--- src/rtl/bus_cycle_pkg.sv ---
// rtl/bus_cycle_pkg.sv - shared types and constants for the local-bus cycle sequencer
package bus_cycle_pkg;

   typedef enum logic [1:0] {
      TGT_RAM,
      TGT_ROM,
      TGT_CPLD,
      TGT_ATA
   } target_t;

   typedef enum logic [2:0] {
      ST_IDLE,
      ST_PEND,
      ST_ACT,
      ST_GAP,
      ST_NULL
   } state_t;

   // Byte-enable patterns (active low): OR-ing a mask forces one half off.
   localparam logic [3:0] BE_NONE    = 4'b1111;
   localparam logic [3:0] BE_MASK_LO = 4'b0011;
   localparam logic [3:0] BE_MASK_HI = 4'b1100;

   function automatic logic is_16bit(input target_t t);
      return (t == TGT_ROM) || (t == TGT_ATA);
   endfunction

endpackage

--- src/rtl/bus_decode.sv ---
// rtl/bus_decode.sv - combinational region decode and half-word need from byte enables
module bus_decode
   import bus_cycle_pkg::*;
(
   input  logic       mio,
   input  logic       a31,
   input  logic       a13,
   input  logic [3:0] be,
   output logic [1:0] tgt,
   output logic       lo_need,
   output logic       hi_need
);

   always_comb begin
      tgt = TGT_RAM;
      if (mio) begin
         tgt = a31 ? TGT_ROM : TGT_RAM;
      end else begin
         tgt = a13 ? TGT_CPLD : TGT_ATA;
      end
   end

   assign lo_need = ((be | BE_MASK_HI) != BE_NONE);
   assign hi_need = ((be | BE_MASK_LO) != BE_NONE);

endmodule

--- src/rtl/bus_cycle_ctrl.sv ---
// rtl/bus_cycle_ctrl.sv - 386 local-bus cycle sequencer with per-region wait states
module bus_cycle_ctrl
   import bus_cycle_pkg::*;
#(
   parameter int WS_RAM  = 0,
   parameter int WS_ROM  = 3,
   parameter int WS_CPLD = 1,
   parameter int WS_ATA  = 5,
   parameter int ATA_REC = 4,
   parameter int CNT_W   = 4
) (
   input  logic       clk,
   input  logic       RESETb,
   input  logic       ADSb,
   input  logic       MIO,
   input  logic       WR,
   input  logic       A31,
   input  logic       A13,
   input  logic       A10,
   input  logic [3:0] BEb,
   output logic       READYb,
   output logic       RAMCEb,
   output logic       ROMCSb,
   output logic       CPLDCSb,
   output logic       ATACS0b,
   output logic       ATACS1b,
   output logic       OEb,
   output logic       WEb,
   output logic       A1,
   output logic       BUSY
);

   state_t           state;
   logic [CNT_W-1:0] cnt;
   logic [CNT_W-1:0] rec;
   target_t          tgt_q;
   logic             wr_q, a10_q, lo_q, hi_q, upper_q;

   logic [1:0]       dec_tgt_raw;
   target_t          dec_tgt;
   logic             dec_lo, dec_hi;

   target_t          sel_tgt;
   logic             sel_wr, sel_a10, sel_lo, sel_hi, sel_is16, sel_two;
   logic [CNT_W-1:0] ws_sel, ws_q;
   logic             two_q, last_q;
   logic             null_go, start_go, fin;

   bus_decode u_decode (
      .mio     (MIO),
      .a31     (A31),
      .a13     (A13),
      .be      (BEb),
      .tgt     (dec_tgt_raw),
      .lo_need (dec_lo),
      .hi_need (dec_hi)
   );

   assign dec_tgt = target_t'(dec_tgt_raw);

   function automatic logic [CNT_W-1:0] ws_of(input target_t t);
      case (t)
         TGT_RAM:  return CNT_W'(WS_RAM);
         TGT_ROM:  return CNT_W'(WS_ROM);
         TGT_CPLD: return CNT_W'(WS_CPLD);
         default:  return CNT_W'(WS_ATA);
      endcase
   endfunction

   // In IDLE an access starts from the live bus; from PEND it starts from the latched copy.
   assign sel_tgt  = (state == ST_IDLE) ? dec_tgt : tgt_q;
   assign sel_wr   = (state == ST_IDLE) ? WR      : wr_q;
   assign sel_a10  = (state == ST_IDLE) ? A10     : a10_q;
   assign sel_lo   = (state == ST_IDLE) ? dec_lo  : lo_q;
   assign sel_hi   = (state == ST_IDLE) ? dec_hi  : hi_q;
   assign sel_is16 = is_16bit(sel_tgt);
   assign sel_two  = sel_is16 && sel_lo && sel_hi;
   assign ws_sel   = ws_of(sel_tgt);

   assign ws_q     = ws_of(tgt_q);
   assign two_q    = is_16bit(tgt_q) && lo_q && hi_q;
   assign last_q   = !(two_q && !upper_q);

   assign null_go  = (state == ST_IDLE) && !ADSb && (BEb == BE_NONE);
   assign start_go = ((state == ST_IDLE) && !ADSb && (BEb != BE_NONE) &&
                      !((dec_tgt == TGT_ATA) && (rec != '0))) ||
                     ((state == ST_PEND) && (rec == '0));

   // fin: the next cycle is the final ACT cycle, so READYb is registered low for it.
   assign fin = (start_go && (ws_sel == '0) && !sel_two) ||
                ((state == ST_ACT) && (cnt == CNT_W'(1)) && last_q) ||
                ((state == ST_GAP) && (ws_q == '0));

   always_ff @(posedge clk or negedge RESETb) begin
      if (!RESETb) begin
         state   <= ST_IDLE;
         cnt     <= '0;
         rec     <= '0;
         tgt_q   <= TGT_RAM;
         wr_q    <= 1'b0;
         a10_q   <= 1'b0;
         lo_q    <= 1'b0;
         hi_q    <= 1'b0;
         upper_q <= 1'b0;
         READYb  <= 1'b1;
         RAMCEb  <= 1'b1;
         ROMCSb  <= 1'b1;
         CPLDCSb <= 1'b1;
         ATACS0b <= 1'b1;
         ATACS1b <= 1'b1;
         OEb     <= 1'b1;
         WEb     <= 1'b1;
         A1      <= 1'b0;
         BUSY    <= 1'b0;
      end else begin
         READYb <= !(fin || null_go);

         if (fin && (sel_tgt == TGT_ATA)) begin
            rec <= CNT_W'(ATA_REC);
         end else if (rec != '0) begin
            rec <= rec - CNT_W'(1);
         end

         case (state)
            ST_IDLE: begin
               if (!ADSb) begin
                  tgt_q <= dec_tgt;
                  wr_q  <= WR;
                  a10_q <= A10;
                  lo_q  <= dec_lo;
                  hi_q  <= dec_hi;
                  BUSY  <= 1'b1;
                  if (BEb == BE_NONE) begin
                     state <= ST_NULL;
                  end else if ((dec_tgt == TGT_ATA) && (rec != '0)) begin
                     state <= ST_PEND;
                  end
               end
            end
            ST_PEND: begin
            end
            ST_ACT: begin
               if (cnt != '0) begin
                  cnt <= cnt - CNT_W'(1);
               end else if (!last_q) begin
                  state   <= ST_GAP;
                  OEb     <= 1'b1;
                  WEb     <= 1'b1;
                  A1      <= 1'b1;
                  upper_q <= 1'b1;
               end else begin
                  state   <= ST_IDLE;
                  RAMCEb  <= 1'b1;
                  ROMCSb  <= 1'b1;
                  CPLDCSb <= 1'b1;
                  ATACS0b <= 1'b1;
                  ATACS1b <= 1'b1;
                  OEb     <= 1'b1;
                  WEb     <= 1'b1;
                  A1      <= 1'b0;
                  BUSY    <= 1'b0;
               end
            end
            ST_GAP: begin
               state <= ST_ACT;
               cnt   <= ws_q;
               OEb   <= wr_q;
               WEb   <= !wr_q;
            end
            ST_NULL: begin
               state <= ST_IDLE;
               BUSY  <= 1'b0;
            end
            default: begin
               state <= ST_IDLE;
            end
         endcase

         if (start_go) begin
            state   <= ST_ACT;
            cnt     <= ws_sel;
            RAMCEb  <= !(sel_tgt == TGT_RAM);
            ROMCSb  <= !(sel_tgt == TGT_ROM);
            CPLDCSb <= !(sel_tgt == TGT_CPLD);
            ATACS0b <= !((sel_tgt == TGT_ATA) && !sel_a10);
            ATACS1b <= !((sel_tgt == TGT_ATA) && sel_a10);
            OEb     <= sel_wr;
            WEb     <= !sel_wr;
            A1      <= sel_is16 && !sel_lo;
            upper_q <= sel_is16 && !sel_lo;
         end
      end
   end

endmodule

--- config.mk ---
export PLATFORM = sky130hd
export DESIGN_NAME = bus_cycle_ctrl
export DESIGN_NICKNAME = d
export VERILOG_FILES = /design/src/rtl/bus_cycle_pkg.sv /design/src/rtl/bus_decode.sv /design/src/rtl/bus_cycle_ctrl.sv
export SDC_FILE = /design/constraint.sdc
export NUM_CORES = 1
export LEC_CHECK = 0
export BUFFER_PORTS_ARGS = -buffer_cell sky130_fd_sc_hd__clkbuf_2
export CORE_MARGIN = 10
export CORE_UTILIZATION = 25
export DETAILED_ROUTE_END_ITERATION = 8
export SYNTH_ARGS = -nofsm -noshare
export SYNTH_HDL_FRONTEND = slang
export SYNTH_SLANG_ARGS = --single-unit
--- constraint.sdc ---
create_clock -name clk -period 3.4 [get_ports clk]
set_input_delay 0.17 -clock clk [delete_from_list [all_inputs] [get_ports clk]]
set_output_delay 0.17 -clock clk [all_outputs]
set_load 0.02 [all_outputs]
Yosys cells after proc, flatten, opt, wreduce, memory -nomap -nowiden --
Cells that the tools add are included.
Operators by class: add/subtract/negate cells 2, equality and inequality tests 26, mux-type cells 47, bitwise operators 1, reduce and logical (&&, ||, !) cells 62
Operator list (number):
- $mux W1 | 28
- $logic_and A1 B1 Y1 | 20
- $pmux W3 S3 | 2
- $mux W4 | 4
- $ne A2 B2 Y1 const B | 8
- $logic_not A1 Y1 | 15
- $mux W3 | 5
- $logic_not A4 Y1 | 3
- $pmux W3 S4 | 1
- $eq A2 B2 Y1 const B | 5
- $pmux W4 S2 | 1
- $reduce_and A2 Y1 | 4
- $reduce_and A4 Y1 | 2
- $reduce_bool A4 Y1 | 2
- $sub A4 B1 Y4 const B | 2
- $eq A3 B2 Y1 const B | 2
- $logic_or A1 B1 Y1 | 6
- $mux W2 | 3
- $ne A3 B3 Y1 const B | 2
- $reduce_and A3 Y1 | 2
- $reduce_bool A2 Y1 | 3
- $reduce_bool A3 Y1 | 2
- $eq A2 B1 Y1 const B | 2
- $eq A4 B1 Y1 const B | 1
- other kinds (11) | 13
Storage, ports and cells: register bits 28, input bits 12, logic and storage cells 157

Logic depth before layout (Yosys ltp) --
Gate-level depths: netlist of the first run.
word-level depth 13, depth in mapped cells 8, mapped depth without buffers 6

Modules after synthesis --
Synthesis of the first run repeated with hierarchy kept, for this count alone.
Unflattened totals: cells, all modules 159, area total of the unflattened synthesis 1600.3 um^2
Modules (own cells, without submodules):
- bus_cycle_ctrl | times used 1, cells an instance 154, area each 1580.3 um^2, sequential area each 710.7 um^2
- bus_decode | times used 1, cells an instance 5, area each 20.0 um^2, sequential area each 0.0 um^2

Worst setup path before layout of the first run --
No wires, ideal clock.
kind reg2reg, start point register cnt[0], end point register cnt[1], arrival 1735 ps, data required time 3273 ps, setup slack 1537 ps, stages on the path, launching flop included 8, buffers on the path 1, clock period less this slack 1863 ps, path through dfrtp_1 -> inv_1 -> ha_1 -> or3b_2 -> clkbuf_1 -> mux2i_1 -> a221oi_1 -> mux2_1
Between the ends: cells in the longest elaborated chain, start to end 4, elaborated cells between the ends (all ways) 7, classes of those cells add/sub: 1; eq/ne: 1; mux: 3; reduce/logical: 2
Ends and longest elaborated chain:
- start, declared | RTL line bus_cycle_ctrl.sv:34 | logic [CNT_W-1:0] cnt;
- start signal, assigned | RTL line bus_cycle_ctrl.sv:144 | cnt <= cnt - CNT_W'(1);
- start signal, assigned | RTL line bus_cycle_ctrl.sv:166 | cnt <= ws_q;
- start signal, assigned | RTL line bus_cycle_ctrl.sv:181 | cnt <= ws_sel;
- $sub A4 B1 Y4 | RTL line bus_cycle_ctrl.sv:144
- $mux W4 | RTL line bus_cycle_ctrl.sv:143 | if (cnt != '0) begin
- $pmux W4 S2 | RTL line bus_cycle_ctrl.sv:124 | case (state)
- $mux W4 | RTL line bus_cycle_ctrl.sv:179 | if (start_go) begin
Parallel ways exist; a longest one is shown, timed or not. The select of a mux whose other input is x is not followed. A chain may end at the register's enable or synchronous reset.

Final worst setup path of the first run --
start point register state[1], end point register cnt[1]
Between the ends: cells in the longest elaborated chain, start to end 7, elaborated cells between the ends (all ways) 19, classes of those cells eq/ne: 6; mux: 4; reduce/logical: 9
Ends and longest elaborated chain:
- start, declared | RTL line bus_cycle_ctrl.sv:33 | state_t state;
- start signal, assigned | RTL line bus_cycle_ctrl.sv:96 | state <= ST_IDLE;
- start signal, assigned | RTL line bus_cycle_ctrl.sv:134 | state <= ST_NULL;
- start signal, assigned | RTL line bus_cycle_ctrl.sv:136 | state <= ST_PEND;
- branches (longest 7 deep; another with $mux W4)
Parallel ways; which one is timed is not known.

==> results by group, run 1 <==
Synth
  • Xor-xnor portion of the synthesized cell area: 0.00541
  • Number of synthesized register bits: 28
  • Post-Synth Simple-Gate Area: 0.247
  • Syn Std Cell Area: 1620 um^2
  • Biggest area consumer among synthesized cells: dfrtp_1
  • EDFF count, synth: 0
  • Yosys cell types: 49
  • Synth cell count leaders: 21 x nor2_1, 20 x dfrtp_1, 11 x a21oi_1, 10 x nor3_1, 9 x mux2i_1
  • Synth Net Count: 186
  • Most frequent cell after synthesis: nor2_1
  • Post-synth top flop: dfrtp_1
  • YS warnings: 0
  • Post-synthesis compound-gate area fraction: 0.148
  • Main combinational cell family by area after synthesis: simple AND/OR/NAND/NOR gates
  • Area contributors post-synth: dfrtp_1 31%, dfstp_2 13%, mux2i_1 5.6%, nor2_1 4.9%, a21oi_1 3.4%
  • Synth Instances: 171
  • Ys async rst share: 1.00
  • Area share of the largest cell type after synthesis: 0.309
  • Adder-Cell Fraction of Synth Area: 0.0232
  • Seq/Total Area, Yosys: 0.439
  • Post-synthesis mux area share: 0.0835
  • Syn avg cell area: 9.46 um^2

Floorplanning
  • Die area: 10100 um^2
  • # IOs: 22
  • Die width: 100 um
  • Die height: 100 um
  • Initial core utilization: 0.256
  • Cell Rows: 29
  • CORE AREA: 6310 um^2

Timing
  • Final period util: 0.743
  • Unrepaired setup endpoints after global routing: false
  • Measured slew at the worst slew-check pin: 0.710 ns
  • Setup TNS: 0 ns
  • Final hold vios: 0
  • Skew final: 0.0120 ns
  • Final setup fails: 0
  • Hold Worst Slack: 0.0695 ns
  • Final Slew Violations: 0
  • Post-route minimum period: 2.53 ns
  • Slew HR: 0.527
  • Fmax: 0.396 GHz

Global routing
  • Global-route wire length before repair: 6.60 mm
  • Vias in the first global route: 1331
  • Met1 GRT Util: 0.106
  • M2 GR Usage: 0.122
  • Grt ovf: 0
  • GR Util All Layers: 0.0782
  • Largest net degree at the start of global routing: 29
  • Initial antenna violation count: 0
  • Grt peak-use layer: met2
  • Grt met3 use: 0.0158

Clock tree
  • CTS sink count: 28
  • CTS tree: yes
  • Max clock buf depth: 2
  • Root Buffer: clkbuf_8
  • Clock transition at path regs: 0.10 ns
  • Clk_lat worst skew: 0.28 ns
  • H-tree depth: 1
  • Number of CTS-inserted buffers: 3

Place
  • DP Wirelength: 3.01 mm
  • IO buf count: 21
  • Placer Congestion: 0.807

Critical path
  • Crit. End Element: flop
  • Startpoint Class: flop
  • Worst path required time: 3.56 ns
  • Max FO, Critical Path: 15
  • WS Path Type: flop to flop
  • CP Data Arrival Time: 2.69 ns
  • Reg2Reg Setup Slack: 0.87 ns

Layout
  • Ant diodes: 0
  • Share of cells above drive strength 1: 0.202
  • Area growth, synth to finish: 12.8%
  • Nets: 204

Detailed routing
  • Post-route DRC: 0
  • Avg WL per Cell: 14.6 um
  • Pre-antenna DRT Iters: 4
  • Drt first-iter violations: 142
  • Final wirelength: 3.87 mm
  • Via density: 5.01
  • Via count: 1328
  • Antenna Violating Nets Remaining: 0

Worst hold path
  • Worst hold path class: input port to flop

Run status
  • Status: complete, no violations

Power
  • Leak: 0.780 nW
  • Power Density: 913 nW/um^2
  • Peak supply drop: 0.431 mV

Flow run
  • Max-Cap Viols: 0
-- stage by stage --
step	util	std cells	setup WS, ns	power [mW]	instance area (um^2)
final	0.289	265	0.873	1.67	1830
after detailed placement	0.280	260	0.865	1.50	1770
after CTS	0.289	265	0.849	1.69	1830
after global placement	0.280	260	0.960	1.48	1770
after floorplan	-	171	1.54	1.28	1620
after global routing	0.289	265	0.659	1.82	1830
-- sequential cells by signal, summed over array words and instances, names as in the netlist --
name,count
WEb,1
ROMCSb,1
state,3
BUSY,1
hi_q,1
tgt_q,2
CPLDCSb,1
A1,1
upper_q,1
RAMCEb,1
cnt,4
a10_q,1
OEb,1
ATACS0b,1
READYb,1
ATACS1b,1
lo_q,1
wr_q,1
rec,4
-- critical path, cell delays in order, from the launching register on --
cell and delay (ns):
dfrtp_1 0.56, nor4_4 0.68, a31oi_1 0.28, or2_1 0.50, mux2_1 0.39
-- worst paths after layout --
check                      startpoint       end  depth (start not counted)
hold reg to reg                 a10_q     a10_q                          1
min in group asynchronous      RESETb  tgt_q[0]                          2
hold / removal                 BEb[3]      hi_q                          2
max in group asynchronous      RESETb    cnt[2]                          2
setup reg to reg             state[1]    cnt[1]                          4
setup / recovery             state[1]    cnt[1]                          4
-- power breakdown --
part           switching, mW  internal (mW)
Sequential             0.159          0.516
Combinational          0.459          0.348
Clock                  0.101         0.0841
Total                  0.719          0.949
-- routing by layer --
layer | wire (um) | up-vias
met5 | 0 | -
met4 | 35 | 0
met3 | 170 | 4
met2 | 1820 | 29
met1 | 1850 | 640
li1 | - | 655
-- layout make-up --
class	instances	area [um^2]
Sequential cell	28	711
Multi-Input combinational cell	125	821
Inverter	8	30.0
Clock buffer	4	45.0
Tap cell	77	96.3
Timing Repair Buffer	23	123
Fill cell	706	4490
-- repair_timing --
| action | in CTS | in global routing |
|---|---|---|
| hold endpoints to repair | 20 | 0 |
| hold buffers | 1 | 0 |
| gates resized for setup | 0 | 0 |
| buffers inserted | 0 | 0 |
-- cells in the final DEF, fill, tap and decap left out, types with 2 or more instances in the layout --
master     n
a211oi_1   2
a21oi_1   11
a31oi_1    6
clkbuf_2  21
clkbuf_8   3
dfrtp_1   20
dfstp_2    8
ha_1       3
inv_1      8
mux2_1     2
mux2_2     2
mux2i_1    9
nand2_1    5
nand2b_1   3
nand3_1    3
nand3b_1   4
nor2_1    21
nor2b_1    3
nor3_1    10
nor3b_1    5
nor4b_1    2
o21ai_0    5
o22ai_1    3
or3_1      3
-- cells by family after synthesis --
family / Yosys count
compound gates: 38
mux: 13
buf+inv: 18
xor+xnor: 1
simple gates: 70
fa+ha+maj: 3
flops: 28
Note: power is estimated with default switching activity, not from simulation.
==> inputs of run 2 (changes only) <==
==> constraint.sdc (replaced) <==
create_clock -name clk -period 2.4 [get_ports clk]
set_input_delay 0.12 -clock clk [delete_from_list [all_inputs] [get_ports clk]]
set_output_delay 0.12 -clock clk [all_outputs]
set_load 0.02 [all_outputs]
==> run 2 against run 1 <==
Register-to-register slack got worse by 0.47 ns. Count of clock-buffer cells in the layout did not move. Die area did not move. Cell count rose by 1.5%. Power rose by 47%. Combinational power rose by 51%. Core utilization rose by 0.63 points. Sequential share of layout area fell by 0.84 points. Flip-flop and latch count did not move. Critical endpoint is now rec[1]. Largest power group unchanged. Highest routed layer unchanged.
==> results by group, run 2 (synthesis results as in run 1) <==
Run status
  • Status: complete, no violations

Clock tree
  • # resized after CTS: 0
  • Clock transition at path regs: 0.10 ns
  • Root Buffer: clkbuf_8
  • H-tree depth: 1
  • Max clock buf depth: 2
  • CTS tree: yes
  • CTS sink count: 28
  • Clk_lat worst skew: 0.28 ns
  • Post-CTS Setup Inserts: 0
  • Number of CTS-inserted buffers: 3

Power
  • Total power: 2.45 mW
  • Switching share of power: 0.426
  • Peak supply drop: 0.521 mV
  • Flop pwr share: 0.378
  • Comb pwr share: 0.499
  • Leak: 0.804 nW
  • Int Power: 1.40 mW
  • Clk pwr share: 0.122
  • Power Density: 1310 nW/um^2
  • Switch Pwr: 1.04 mW

Floorplanning
  • Die width: 100 um
  • Die height: 100 um
  • Die area: 10100 um^2
  • Initial core utilization: 0.256
  • # IOs: 22
  • CORE AREA: 6310 um^2
  • Cell Rows: 29

Critical path
  • Worst path required time: 2.54 ns
  • Startpoint Class: flop
  • Cell Chain, Critical Path: buf_4 -> nor3_1 -> mux2_2 -> nor3_1 -> a211oi_1
  • WS Path Type: flop to flop
  • CP Buf/Inv Count: 1
  • Slowest CP cell: nor3_1
  • R2R Path Start: state[1]
  • Crit. End Element: flop
  • CP max stage delay: 0.45 ns
  • CP Data Arrival Time: 2.14 ns
  • Worst Setup SP: state[1]
  • Max FO, Critical Path: 14
  • CP dominant cell by count: nor3_1
  • Kind of cell adding the most delay to the critical path: simple AND/OR/NAND/NOR gates

Timing
  • Skew final: 0.00401 ns
  • Fmax: 0.501 GHz
  • Final Slew Violations: 0
  • Final hold vios: 0
  • Hold Worst Slack: 0.0210 ns
  • Measured slew at the worst slew-check pin: 0.745 ns
  • Slew HR: 0.503
  • Final period util: 0.832
  • Final setup fails: 0
  • Unrepaired setup endpoints after global routing: false
  • Setup TNS: 0 ns
  • Post-route minimum period: 2.00 ns

Global routing
  • GR Util All Layers: 0.0815
  • Global-route wire length before repair: 6.88 mm
  • Grt ovf: 0
  • Initial antenna violation count: 0
  • Vias in the first global route: 1327
  • Largest net degree at the start of global routing: 29

Place
  • IO buf count: 21
  • DP Wirelength: 3.01 mm
  • Placer Congestion: 0.835

Detailed routing
  • Antenna Violating Nets Remaining: 0
  • Via density: 5.03
  • Pre-antenna DRT Iters: 4
  • Via count: 1353
  • Avg WL per Cell: 14.8 um
  • Drt first-iter violations: 143
  • Final wirelength: 3.99 mm
  • Post-route DRC: 0

Layout
  • Largest regs: cnt: 4 flops, rec: 4 flops, state: 3 flops
  • Share of cells above drive strength 1: 0.224
  • FF/Latch Area: 711 um^2
  • Ant diodes: 0
  • Layout Utilization: 0.295
  • Area of the multi-input gates: 821 um^2
  • Final-layout fill cell count: 676
  • Area growth, synth to finish: 15.3%
  • Nets: 208
  • Most frequent cells in the layout: 21 x nor2_1, 21 x clkbuf_2, 20 x dfrtp_1

Flow run
  • Max-Cap Viols: 0

Worst hold path
  • Hold Path Origin: BEb[3]
  • Worst hold path class: input port to flop
## run 2: cell count changes in the layout (fill, tap and decap cells not counted), sizes merged
cell / before / now
buf: 1 / 5
## run 2: layout make-up
cell class                 count  share of cell area
tap                           77              0.0516
sequential                    28               0.381
timing repair buffer          27              0.0818
clock buffer                   4              0.0295
multi-input combinational    125               0.440
inverter                       8              0.0161
## run 2: metrics by stage
step / area, um^2 / cells / setup slack (ns)
after detailed placement: 1800 / 264 / 0.414
after floorplan: 1620 / 171 / 0.537
after CTS: 1870 / 269 / 0.397
after global placement: 1800 / 264 / 0.426
final: 1870 / 269 / 0.404
after global routing: 1870 / 269 / 0.161
## run 2: worst paths after layout
kind                            cells after the start  slack, ns      to
worst max register to register                      5       0.40  rec[1]
worst min-delay path                                2       0.02    hi_q
max in group asynchronous                           2       1.50  cnt[2]
worst min register to register                      1       0.52   a10_q
worst max-delay path                                5       0.40  rec[1]
min in group asynchronous                           2       0.42    wr_q
## run 2: repair_timing
item,4_1_cts,5_1_grt
endpoints found under the setup margin,0,0
endpoints found under the hold margin,20,0
hold buffers,1,0
## run 2: metal layers
layer  GRT usage  wire, um  vias to the layer above
li1            -         -                      663
met1       0.115      2000                      651
met4      0.0207        25                        0
met2       0.123      1820                       35
met3      0.0158       153                        4
met5           0         0                        -
## run 2: power by group through the flow
stage / clock network, mW / logic [mW] / registers [mW]
6_report: 0.300 / 1.22 / 0.925
3_3_place_gp: 0 / 1.22 / 0.926
2_1_floorplan: 0 / 0.834 / 0.981
5_1_grt: 0.329 / 1.38 / 0.963
3_5_place_dp: 0 / 1.23 / 0.933
4_1_cts: 0.306 / 1.23 / 0.924
